## src/rtl/aes_block_loader.sv

```systemverilog
// aes_block_loader: packs an 8-bit message stream into 128-bit AES state
// blocks and hands each block to the AES control stage over valid/ready.
// The final block of a message is flagged with blk_last.
//
// Build option: define AES_LOADER_PAD_EN to enable PKCS#7 padding (PAD state
// and pending-pad flag). Without it, a short final block is zero-filled.
//
// Byte placement is set by MSB_FIRST: 1 puts the first byte in
// blk_out[127:120], 0 puts it in blk_out[7:0].

module aes_block_loader #(
  parameter bit MSB_FIRST = 1'b1
) (
  input  logic         clk,
  input  logic         rst,
  input  logic [7:0]   in_data,
  input  logic         in_valid,
  input  logic         in_last,
  output logic         in_ready,
  output logic [127:0] blk_out,
  output logic         blk_valid,
  input  logic         blk_ready,
  output logic         blk_last
);

  // State encodings are fixed so both builds decode HOLD the same way.
`ifdef AES_LOADER_PAD_EN
  typedef enum logic [1:0] {
    FILL = 2'd0,
    PAD  = 2'd1,
    HOLD = 2'd2
  } state_t;
`else
  typedef enum logic [1:0] {
    FILL = 2'd0,
    HOLD = 2'd2
  } state_t;
`endif

  state_t         state_q, state_d;
  logic [3:0]     cnt_q, cnt_d;
  logic [127:0]   blk_q, blk_d;
  logic           last_q, last_d;
  // Low through reset and for the first edge after it, so in_ready stays
  // low while rst is high even though the state already reads FILL.
  logic           run_q;
`ifdef AES_LOADER_PAD_EN
  logic [4:0]     pad_q, pad_d;
  logic           pend_q, pend_d;
`endif

  logic byte_acc;
  logic blk_acc;

  // Writes one byte into the block at byte index idx, honouring MSB_FIRST.
  function automatic logic [127:0] put_byte(input logic [127:0] b,
                                            input logic [3:0]   idx,
                                            input logic [7:0]   d);
    logic [127:0] r;
    logic [3:0]   lane;
    r    = b;
    lane = MSB_FIRST ? ~idx : idx;
    r[{lane, 3'b000} +: 8] = d;
    return r;
  endfunction

  // Outputs decode registered state only; no path from in_valid/blk_ready.
  assign in_ready  = run_q && (state_q == FILL);
  assign blk_valid = (state_q == HOLD);
  assign blk_out   = blk_q;
  assign blk_last  = last_q;

  assign byte_acc = in_valid && in_ready;
  assign blk_acc  = blk_valid && blk_ready;

  // Next-state logic: byte packing, padding and block handoff.
  always_comb begin
    // NOTE: every variable gets a default here first, so no path through
    // the case statement leaves one unassigned and infers a latch.
    state_d = state_q;
    cnt_d   = cnt_q;
    blk_d   = blk_q;
    last_d  = last_q;
`ifdef AES_LOADER_PAD_EN
    pad_d   = pad_q;
    pend_d  = pend_q;
`endif

    case (state_q)
      FILL: begin
        if (byte_acc) begin
          blk_d = put_byte(blk_q, cnt_q, in_data);
          if (cnt_q == 4'd15) begin
            // Block full; cnt stays at 15 until the handoff clears it.
            state_d = HOLD;
            last_d  = in_last;
`ifdef AES_LOADER_PAD_EN
            // Exact multiple of 16: the last marker moves to an extra
            // all-0x10 block sent after this one.
            if (in_last) begin
              pend_d = 1'b1;
              last_d = 1'b0;
            end
`endif
          end else begin
            cnt_d = cnt_q + 4'd1;
            if (in_last) begin
`ifdef AES_LOADER_PAD_EN
              state_d = PAD;
              pad_d   = 5'd15 - {1'b0, cnt_q};
`else
              // Remaining bytes are already zero from the last handoff.
              state_d = HOLD;
              last_d  = 1'b1;
`endif
            end
          end
        end
      end

`ifdef AES_LOADER_PAD_EN
      PAD: begin
        blk_d = put_byte(blk_q, cnt_q, {3'b000, pad_q});
        if (cnt_q == 4'd15) begin
          state_d = HOLD;
          last_d  = 1'b1;
        end else begin
          cnt_d = cnt_q + 4'd1;
        end
      end
`endif

      HOLD: begin
        if (blk_acc) begin
          blk_d  = '0;
          cnt_d  = 4'd0;
          last_d = 1'b0;
`ifdef AES_LOADER_PAD_EN
          if (pend_q) begin
            pend_d  = 1'b0;
            pad_d   = 5'd16;
            state_d = PAD;
          end else begin
            state_d = FILL;
          end
`else
          state_d = FILL;
`endif
        end
      end

      default: begin
        state_d = FILL;
      end
    endcase
  end

  // State register with asynchronous active-high reset.
  always_ff @(posedge clk or posedge rst) begin
    if (rst) begin
      state_q <= FILL;
      cnt_q   <= 4'd0;
      // NOTE: the block buffer is a plain register, not a memory array, so
      // it is reset with everything else; blk_out must read 0 in reset.
      blk_q   <= '0;
      last_q  <= 1'b0;
      run_q   <= 1'b0;
`ifdef AES_LOADER_PAD_EN
      pad_q   <= 5'd0;
      pend_q  <= 1'b0;
`endif
    end else begin
      // NOTE: non-blocking assignments so every register updates from the
      // values present before this edge.
      state_q <= state_d;
      cnt_q   <= cnt_d;
      blk_q   <= blk_d;
      last_q  <= last_d;
      run_q   <= 1'b1;
`ifdef AES_LOADER_PAD_EN
      pad_q   <= pad_d;
      pend_q  <= pend_d;
`endif
    end
  end

`ifndef SYNTHESIS
  // A stalled block must not change under the consumer.
  property p_hold_stable;
    @(posedge clk) disable iff (rst)
      (blk_valid && !blk_ready) |=>
        (blk_valid && $stable(blk_out) && $stable(blk_last));
  endproperty
  a_hold_stable: assert property (p_hold_stable);

`ifdef AES_LOADER_PAD_EN
  // PKCS#7 pad byte is always 1..16.
  property p_pad_range;
    @(posedge clk) disable iff (rst)
      (state_q == PAD) |-> (pad_q >= 5'd1 && pad_q <= 5'd16);
  endproperty
  a_pad_range: assert property (p_pad_range);
`endif
`endif

endmodule
```

## config.mk

```make
export PLATFORM = sky130hd
export DESIGN_NAME = aes_block_loader
export DESIGN_NICKNAME = d
export VERILOG_FILES = /design/src/rtl/aes_block_loader.sv
export SDC_FILE = /design/constraint.sdc
export NUM_CORES = 1
export LEC_CHECK = 0
export ABC_AREA = 1
export CAP_MARGIN = 30
export CORE_ASPECT_RATIO = 2
export CORE_MARGIN = 2
export CORE_UTILIZATION = 35
export CTS_BUF_LIST = sky130_fd_sc_hd__clkbuf_2
export CTS_CLUSTER_SIZE = 24
export DETAILED_ROUTE_END_ITERATION = 16
export RECOVER_POWER = 50
export SLEW_MARGIN = 20
export SYNTH_ARGS = -nofsm -noshare
export SYNTH_HDL_FRONTEND = slang
export SYNTH_SLANG_ARGS = --single-unit
```

## constraint.sdc

```tcl
create_clock -name clk -period 6.79 [get_ports clk]
set_input_delay 1.6975 -clock clk [delete_from_list [all_inputs] [get_ports clk]]
set_output_delay 1.6975 -clock clk [all_outputs]
set_load 0.02 [all_outputs]
```

=== After elaboration in Yosys (flattened, before gate mapping) ===
Index checks and enable logic that the tools add are counted.

* Output and inout port bits: 131
* Word-level logic and storage cells: 43
* Register bits: 136

* Reductions and logical operators: 9
* Bitwise logic cells: 1
* Equality and inequality tests: 6
* Multiplexer cells: 18
* Shift-type cells: 2
* $add $sub $neg: 2

{| class="wikitable"
|+ Operators by type and width
! cell !! count
|-
| $mux 128 || 2
|-
| $pmux 128 s2 || 1
|-
| $bwmux 128 || 1
|-
| $shift 8x9->128 const A || 1
|-
| $shiftx 8x9->128 || 1
|-
| $mux 4 || 3
|-
| $neg 7->9 || 1
|-
| $mux 2 || 4
|-
| $pmux 4 s2 || 1
|-
| $reduce_and 4->1 || 2
|-
| $reduce_and 3->1 || 2
|-
| $add 4x1->4 const B || 1
|-
| $eq 4x4->1 const B || 1
|-
| $mux 1 || 4
|-
| $ne 2x2->1 const B || 2
|-
| $not 4->4 || 1
|-
| $pmux 2 s2 || 1
|-
| $logic_and 1x1->1 || 3
|-
| $ne 3x2->1 const B || 1
|-
| $eq 2x2->1 const B || 1
|-
| $logic_not 2->1 || 1
|-
| $ne 2x1->1 const B || 1
|-
| $pmux 1 s2 || 1
|-
| $reduce_bool 2->1 || 1
|}

=== Logic depth before layout (Yosys ltp) ===
Gate-level depths: netlist (run 1).

* Depth after elaboration: 6
* Gate-level depth with buffers: 11

=== Worst setup path before layout (run 1) ===
Ideal clock, no wire load.

* Path type: in2reg
* Start point: input port blk_ready
* End point: register blk_q[100] (netlist: blk_out[100])
* Cell stages on the path: 6
* Path slack: 4119 ps
* Buffers on the path: 1
* Data required time: 6673 ps
* Arrival: 2554 ps
* Path through: inv_1 > o21ai_2 > buf_2 > nand2_1 > nand2_1 > nand2_1

* Word-level cells in the longest chain between the ends: 3

{| class="wikitable"
|+ RTL lines
! item !! line !! text
|-
| from (decl) || 22 || <nowiki>input logic blk_ready,</nowiki>
|-
| $logic_and 1x1->1 || 74 || <nowiki>assign blk_acc = blk_valid && blk_ready;</nowiki>
|-
| $ne 2x1->1 (no source line) || - ||
|-
| $reduce_and 3->1 (no source line) || - ||
|-
| to (signal assigned) || 177 || <nowiki>blk_q <= blk_d;</nowiki>
|-
| to (decl) || 42 || <nowiki>logic [127:0] blk_q, blk_d;</nowiki>
|}

Every way passes these cells.
A chain may end at the register's enable or synchronous reset.

==> results of run 1 <==
## cells by family (layout without fill, tap and decap cells)
kind of cell | after synthesis | count (layout) | share of synthesized area (%)
buf+inv | 39 | 209 | 2.778
simple gates | 508 | 508 | 35.50
other cells | 1 | 2 | 0.06555
flops | 135 | 135 | 59.06
fa+ha+maj | 3 | 3 | 0.6562
compound gates | 18 | 18 | 1.947
## flip-flops by register name, summed over array words and instances (netlist names)
| name | flops |
|---|---|
| blk_last | 1 |
| run_q | 1 |
| cnt_q | 4 |
| state_q | 1 |
| blk_out | 128 |
## metrics by stage
stage	hold WS, ps	cells	util [%]	power (mW)
CTS	502.3	1076	47.49	2.345
floorplan	582.7	704	-	1.474
global placement	454.9	1043	45.77	1.805
detailed placement	458.5	1045	45.87	1.814
global route	518.3	1079	47.41	2.462
finish	496.5	1079	47.41	2.318
## worst paths after layout
check / from / to
worst max register to register: state_q[1]$_DFFE_PP0P_ / blk_out[72]$_DFFE_PP0P_
min in group asynchronous: rst / blk_out[69]$_DFFE_PP0P_
worst min-delay path: blk_out[0]$_DFFE_PP0P_ / blk_out[0]$_DFFE_PP0P_
worst min register to register: blk_out[0]$_DFFE_PP0P_ / blk_out[0]$_DFFE_PP0P_
max in group clk: state_q[1]$_DFFE_PP0P_ / in_ready
worst max-delay path: rst / blk_out[105]$_DFFE_PP0P_
## cell usage after synthesis, drive strengths merged
cell / number / share of area [%]
clkbuf: 4 / 0.26
o22ai: 2 / 0.22
ha: 3 / 0.66
nand4: 2 / 0.22
inv: 29 / 1.9
o21ai: 16 / 1.7
nand2: 409 / 27
clkinv: 1 / 0.066
dfrtp: 135 / 59
nor2: 58 / 4.9
nor3: 1 / 0.087
conb: 1 / 0.066
buf: 5 / 0.55
nand3: 38 / 3.3
## final cells by class
| class | instances | area share, % |
|---|---|---|
| multi-input cells | 530 | 28.32 |
| well taps | 204 | 3.343 |
| clock buffers | 18 | 1.180 |
| clock inverters | 13 | 2.245 |
| flip-flops and latches | 135 | 44.25 |
| inverters | 30 | 1.491 |
| diodes | 1 | 0.03278 |
| repair buffers | 148 | 19.14 |
## power by group
part / total, mW / internal [mW] / switching [mW] / leakage, nW
clock: 0.524 / 0.211 / 0.314 / 0.152
combinational: 0.783 / 0.288 / 0.495 / 2.00
sequential: 1.01 / 0.920 / 0.0903 / 1.87
## per-layer routing
metal  vias up  GRT usage [%]  routed length, um
met1      2396          25.27               6946
met3        23          5.289               1156
met5         -              0                  0
li1       2483              -                  -
met4         0          5.623                272
met2       177          31.97               7995
## tightest hold or removal path, cell delays in order (launching register included)
cell and delay [ps]:
dfrtp_1 390, nand2_1 50, nand2_1 40
==> results.cfg, run 1 <==
[layout]
syn_to_final_growth_pct = 33.46
multi_input_area_sq_mm = 0.002162
final_cell_mix = nand2_1 (407), clkdlybuf4s50_1 (140), dfrtp_1 (135), nor2_1 (47), nand3_1 (38)
layout_commonest_cell = nand2_1
drive_gt1_share_pct = 5.606
design_area_sq_mm = 0.007635
seq_area_sq_mm = 0.003378
fin_nets = 878
nFillCells = 1620

[route]
routed_wl_um = 16370
drt-pass1-iter-count = 5
final_antenna_net_count = 0
drc = 0
vias = 5079
avgRoutedWirePerCell_um = 15.17
drt_iter0_drc = 422
vias_per_cell = 4.707

[sta]
skew_ps = 43.29
relSlewSlack_pct = -41.37
worst_pin_slew_ps = 2121
rsz0062_at_grt = no
setup_tns_ps = 0
fmaxAchievable_ghz = 0.2306
setup_viol = 0
finalHoldViolations = 0
slew_violations = 79
period_minus_slack_ps = 4336
setup_ws_ps = 2454
fin_crit_sh_pct = 63.86

[place]
port_buffers = 143
gp_congestion = 0.8743
place_area_sq_mm = 0.007386
dp_hpwl_um = 11750
post-place-ws_ps = 2919

[clocking]
cts_root_buffer = clkbuf_2
ctsResizeCount = 0
cts.clk_slew.worst_paths_ps = 200
clkSinkCount = 135
numCtsBuffers = 17
post_cts_buffers = 0
ctsHoldBuffers = 0
clock_latency_ps = 700
htree_levels = 4
cts_max_path_buffers = 2
cts_tree = done

[worst_hold_path]
hold_depth = 2
holdCritPathClass = reg2reg

[yosys]
syn_inst = 704
synth_seq_cells = 135
yosysSeqAreaShare_pct = 59.06
synth_area_sq_mm = 0.005720
yosysWarnings = 0
synth_nets = 720
synth.avg_cell_area_sq_um = 8.126
yosysUniqueCellTypes = 21

[setup_path]
r2r_slack_ps = 3470
critPathRequiredTime_ps = 7200
cp.arrival_ps = 4750
slowest_delay_ps = 1590
path_depth = 3
critical_path_class = in2async
rr_worst_depth = 6
cpLargestDelayFamily = buffers and inverters
path_buf_inv = 3
cp-end-kind = asynchronous set/reset pin
path_max_fanout = 41
crit_slowest_cell = clkbuf_1
critPathLaunchType = input port
path_cells = dlygate4sd3_1 -> clkinvlp_2 -> clkbuf_1

[floorplanning]
num_rows = 66
core-area_sq_mm = 0.01610
ios = 144
dieArea_sq_mm = 0.01745
die_y_um = 184.8
die_x_um = 94.40
initial_core_util_pct = 35.52

[pwr]
power_density_mw_per_mm2 = 303.6
vdd_drop_max_uv = 149.3
leakagePower_nw = 4.017

[global_routing]
grt_pass1_wl_um = 26140
grt_antenna_before_repair = 1
globalRouteOverflowTotal = 0
grt_pass1_vias = 4938
grt_use_total_pct = 19.51
grt_max_degree = 77

[run_status]
status = finished with violations
violations = max-capacitance violations, max-slew violations

[run]
cap_violations = 2
No activity file was read; power rests on OpenSTA's default activity.
==> inputs of run 2 (changes only) <==
==> constraint.sdc (replaced) <==
create_clock -name clk -period 3.6 [get_ports clk]
set_input_delay 0.9 -clock clk [delete_from_list [all_inputs] [get_ports clk]]
set_output_delay 0.9 -clock clk [all_outputs]
set_load 0.02 [all_outputs]
==> results.cfg, run 2 (synthesized netlist as in run 1, its figures left out) <==
[sta]
worst_pin_slew_ps = 1080
period_minus_slack_ps = 3085
skew_ps = 39.09
fmaxAchievable_ghz = 0.3241
rsz0062_at_grt = no
relSlewSlack_pct = 28.03
fin_crit_sh_pct = 85.70
setup_viol = 0
finalHoldViolations = 0
setup_tns_ps = 0
slew_violations = 0

[floorplanning]
die_y_um = 184.8
dieArea_sq_mm = 0.01745
num_rows = 66
ios = 144
die_x_um = 94.40
core-area_sq_mm = 0.01610
initial_core_util_pct = 35.52

[layout]
final_cell_mix = nand2_1 (407), dfrtp_1 (135), clkdlybuf4s50_1 (133), nor2_1 (50), nand3_1 (38)
fin_cells = 1085
layout_commonest_cell = nand2_1
largest_reg_flops = 128
fin_nets = 885
syn_to_final_growth_pct = 33.42
drive_gt1_share_pct = 5.682

[clocking]
cts_max_path_buffers = 2
ctsResizeCount = 0
numCtsBuffers = 17
htree_levels = 4
cts_tree = done
cts_root_buffer = clkbuf_2
ctsHoldBuffers = 0
cts.clk_slew.worst_paths_ps = 180
post_cts_buffers = 0
clock_latency_ps = 710
clkSinkCount = 135

[route]
vias = 5117
drc = 0
avgRoutedWirePerCell_um = 15.29
final_antenna_net_count = 0
routed_wl_um = 16590
drt_iter0_drc = 304
vias_per_cell = 4.716
drt-pass1-iter-count = 5

[global_routing]
grt_use_total_pct = 19.77
grt_antenna_before_repair = 1
grt_pass1_vias = 4988
grt_pass1_wl_um = 26320
globalRouteOverflowTotal = 0
grt_max_degree = 45

[worst_hold_path]
min_from = blk_out[70]$_DFFE_PP0P_
holdPathEnd = blk_out[70]$_DFFE_PP0P_
hold_depth = 2
holdCritPathClass = reg2reg

[setup_path]
r2r-start = cnt_q[0]$_DFFE_PP0P_
cp.arrival_ps = 2190
slowest_delay_ps = 630
r2r_slack_ps = 600
r2r-end = blk_out[1]$_DFFE_PP0P_
path_cells = nor2_1 -> clkdlybuf4s50_1
path_buf_inv = 1
crit_slowest_cell = dfrtp_1
cpLargestDelayFamily = flip-flops
path_max_fanout = 13
cp-end-kind = primary output
critPathRequiredTime_ps = 2700
rr_worst_depth = 8
critPathLaunchType = flip-flop
critical_path_class = reg2out

[run]
cap_violations = 0

[place]
dp.cells = 1053
dp_hpwl_um = 11860
gp_congestion = 0.8709
port_buffers = 143

[pwr]
power_density_mw_per_mm2 = 563.4
vdd_drop_max_uv = 380.7
leakagePower_nw = 4.070

[run_status]
status = finished clean
run 2: how the worst max path moves through the flow:
stage / depth (start not counted) / from / endpoint
after CTS: 1 / state_q[1]$_DFFE_PP0P_ / blk_valid
after floorplan: 1 / rst / blk_last$_DFFE_PP0P_
after global routing: 6 / state_q[1]$_DFFE_PP0P_ / blk_out[107]$_DFFE_PP0P_
after detailed placement: 6 / blk_ready / blk_out[15]$_DFFE_PP0P_
after global placement: 6 / blk_ready / blk_out[1]$_DFFE_PP0P_
final: 2 / state_q[1]$_DFFE_PP0P_ / in_ready
run 2: metrics by stage:
step	instance area (sq um)	hold slack, ps	setup slack, ps	util (%)	power [mW]
floorplan	5724	582.7	1021	-	2.780
global placement	7472	455.9	629.4	46.40	3.418
detailed placement	7472	460.3	563.7	46.40	3.437
CTS	7701	500.6	378.1	47.82	4.372
global route	7632	518.6	343.7	47.40	4.554
finish	7632	490.3	514.7	47.40	4.300
run 2: metal layers:
layer,wire length [um],track usage (%),part of all wire [%],vias up
met1,7036,26.03,42,2415
met5,0,0,0,-
met3,1120,4.679,6.8,24
met2,8135,31.80,49,177
met4,297,6.957,1.8,0
li1,-,-,-,2501
run 2: where the power goes:
group / internal (mW) / switching (mW)
Clock: 0.377 / 0.552
Sequential: 1.73 / 0.168
Combinational: 0.539 / 0.930
run 2: layout make-up:
class / count / area (sq um)
flip-flops and latches: 135 / 3378
well taps: 204 / 255.2
diodes: 1 / 2.502
clock buffers: 19 / 95.09
clock inverters: 11 / 133.9
fillers: 1636 / 8471
inverters: 30 / 113.9
repair buffers: 155 / 1505
multi-input cells: 530 / 2148
run 2: tightest hold or removal path, stage by stage, from the launching register on:
cell and delay [ps]:
dfrtp_1 380, nand2_1 50, nand2_1 40
==> RTL edit (settings of run 1) <==
The option `AES_LOADER_PAD_EN` is turned on by a define.
--- a/src/rtl/aes_block_loader.sv
+++ b/src/rtl/aes_block_loader.sv
@@ -7,6 +7,8 @@
 //
 // Byte placement is set by MSB_FIRST: 1 puts the first byte in
 // blk_out[127:120], 0 puts it in blk_out[7:0].
+
+`define AES_LOADER_PAD_EN
 
 module aes_block_loader #(
   parameter bit MSB_FIRST = 1'b1
Behaviour: not the same (Yosys sat finds a counterexample within 4 cycles, from zero or initial values and one cycle with rst high).
==> RTL edit against run 1 <==
The flow still finishes with violations (max-capacitance violations, max-slew violations). Power rose by 71%. Synthesized area up 28%. Core utilization is 2.4 points lower. Routed wire length grew 42%. First-iteration DRC count fell by 15%. Synthesized cell count grew 29%. Worst setup slack worse by 0.21 ns. Via count increased by 30%. Critical path depth rose by 8. Clock power fell by 4.0%. Count of clock-buffer cells in the layout fell by 1. Sequential cell count increased by 7. Final area is 21% higher. Register-to-register slack lost 0.61 ns. Largest power group is now combinational logic. Highest routed layer unchanged.
==> RTL edit: results (changes against run 1) <==
metric	value	unit	change
GPL Wtd Cong	0.898		was 0.874
dpl hpwl	17.4	mm	was 11.8 mm
share of layout cells above drive strength 1	0.0714		was 0.0561
Reg clk slew, reported paths	0.22	ns	was 0.20 ns
Comb power frac	0.561		was 0.338
multi-input gates	595		was 530
Max Slew Vio Count	61		was 79
GR Util All Layers	0.213		was 0.195
failing checks	max-capacitance violations, max-slew violations		unchanged
Final Skew	0.0321	ns	was 0.0433 ns
clock sink total	142		was 135
maximum fanout along the worst path	21		was 41
Rel. slew slack	-0.205		was -0.414
dpl cell area	0.00896	mm2	was 0.00739 mm2
DR WL/cell	17.4	um	was 15.2 um
Avg Vias per Cell	4.95		was 4.71
synth unique cells	38		was 21
sequential portion of the cell area	0.386		was 0.442
outcome	finished, violations left		unchanged
Post-Syn Nets	931		was 720
Layout clock area frac	0.0253		was 0.0343
Max-cap violations	2		unchanged
Signal buffers	150		was 148
Mean Syn Cell Area	8.05	um2	was 8.13 um2
fraction of area in multi-input gates	0.327		was 0.283
Int Power	0.00196	W	was 0.00142 W
RTL edit: cell count changes after synthesis, moves of 7 or more:
cell | before | now
a31oi_1 | 0 | 9
dfrtp_1 | 135 | 142
nand3_1 | 38 | 127
inv_1 | 28 | 138
nor2_1 | 47 | 64
a21boi_1 | 0 | 19
a21oi_1 | 0 | 28
o21ai_0 | 6 | 37
o21a_1 | 0 | 9
a22oi_1 | 0 | 13
nand2_1 | 406 | 214
RTL edit: final timing paths:
kind / startpoint / end / slack [ns] / depth (start not counted)
worst max-delay path: blk_ready / flop / 2.24 / 11
worst min-delay path: flop / flop / 0.51 / 2
worst max register to register: state_q[0]$_DFFE_PP0P_ / flop / 2.86 / 11
worst min register to register: flop / flop / 0.51 / 2
max in group asynchronous: rst / async pin / 3.35 / 4
min in group asynchronous: rst / async pin / 1.80 / 2
RTL edit: metrics by stage:
step                      worst slack, ns  hold slack (ns)  total power [W]
after floorplan                      1.28            0.453          0.00268
after global placement               2.73            0.459          0.00345
after detailed placement             2.72            0.462          0.00348
after CTS                            2.69            0.510          0.00399
after global routing                 2.08            0.545          0.00423
final                                2.24            0.508          0.00396
RTL edit: worst reg2reg max path, delay by kind of cell, from the launching register on:
family | cells | cell delay, ns
simple gates | 7 | 1.81
buf+inv | 3 | 1.30
flops | 1 | 0.45
fa+ha+maj | 1 | 0.30
RTL edit: logic make-up after synthesis:
group,Yosys count,synth area share
compound gates,138,0.115
fa+ha+maj,7,0.0119
buf+inv,174,0.0998
flops,142,0.485
other cells,1,0.000511
simple gates,449,0.289
RTL edit: routing by layer:
layer  track usage  share of wire  routed length (um)  up-vias
met5             0              0                   0        -
li1              -              -                   -     3220
met2         0.399           0.55               12700      205
met1         0.228           0.37                8600     3115
met3        0.0337          0.037                 858       52
met4        0.0985          0.043                1010        0
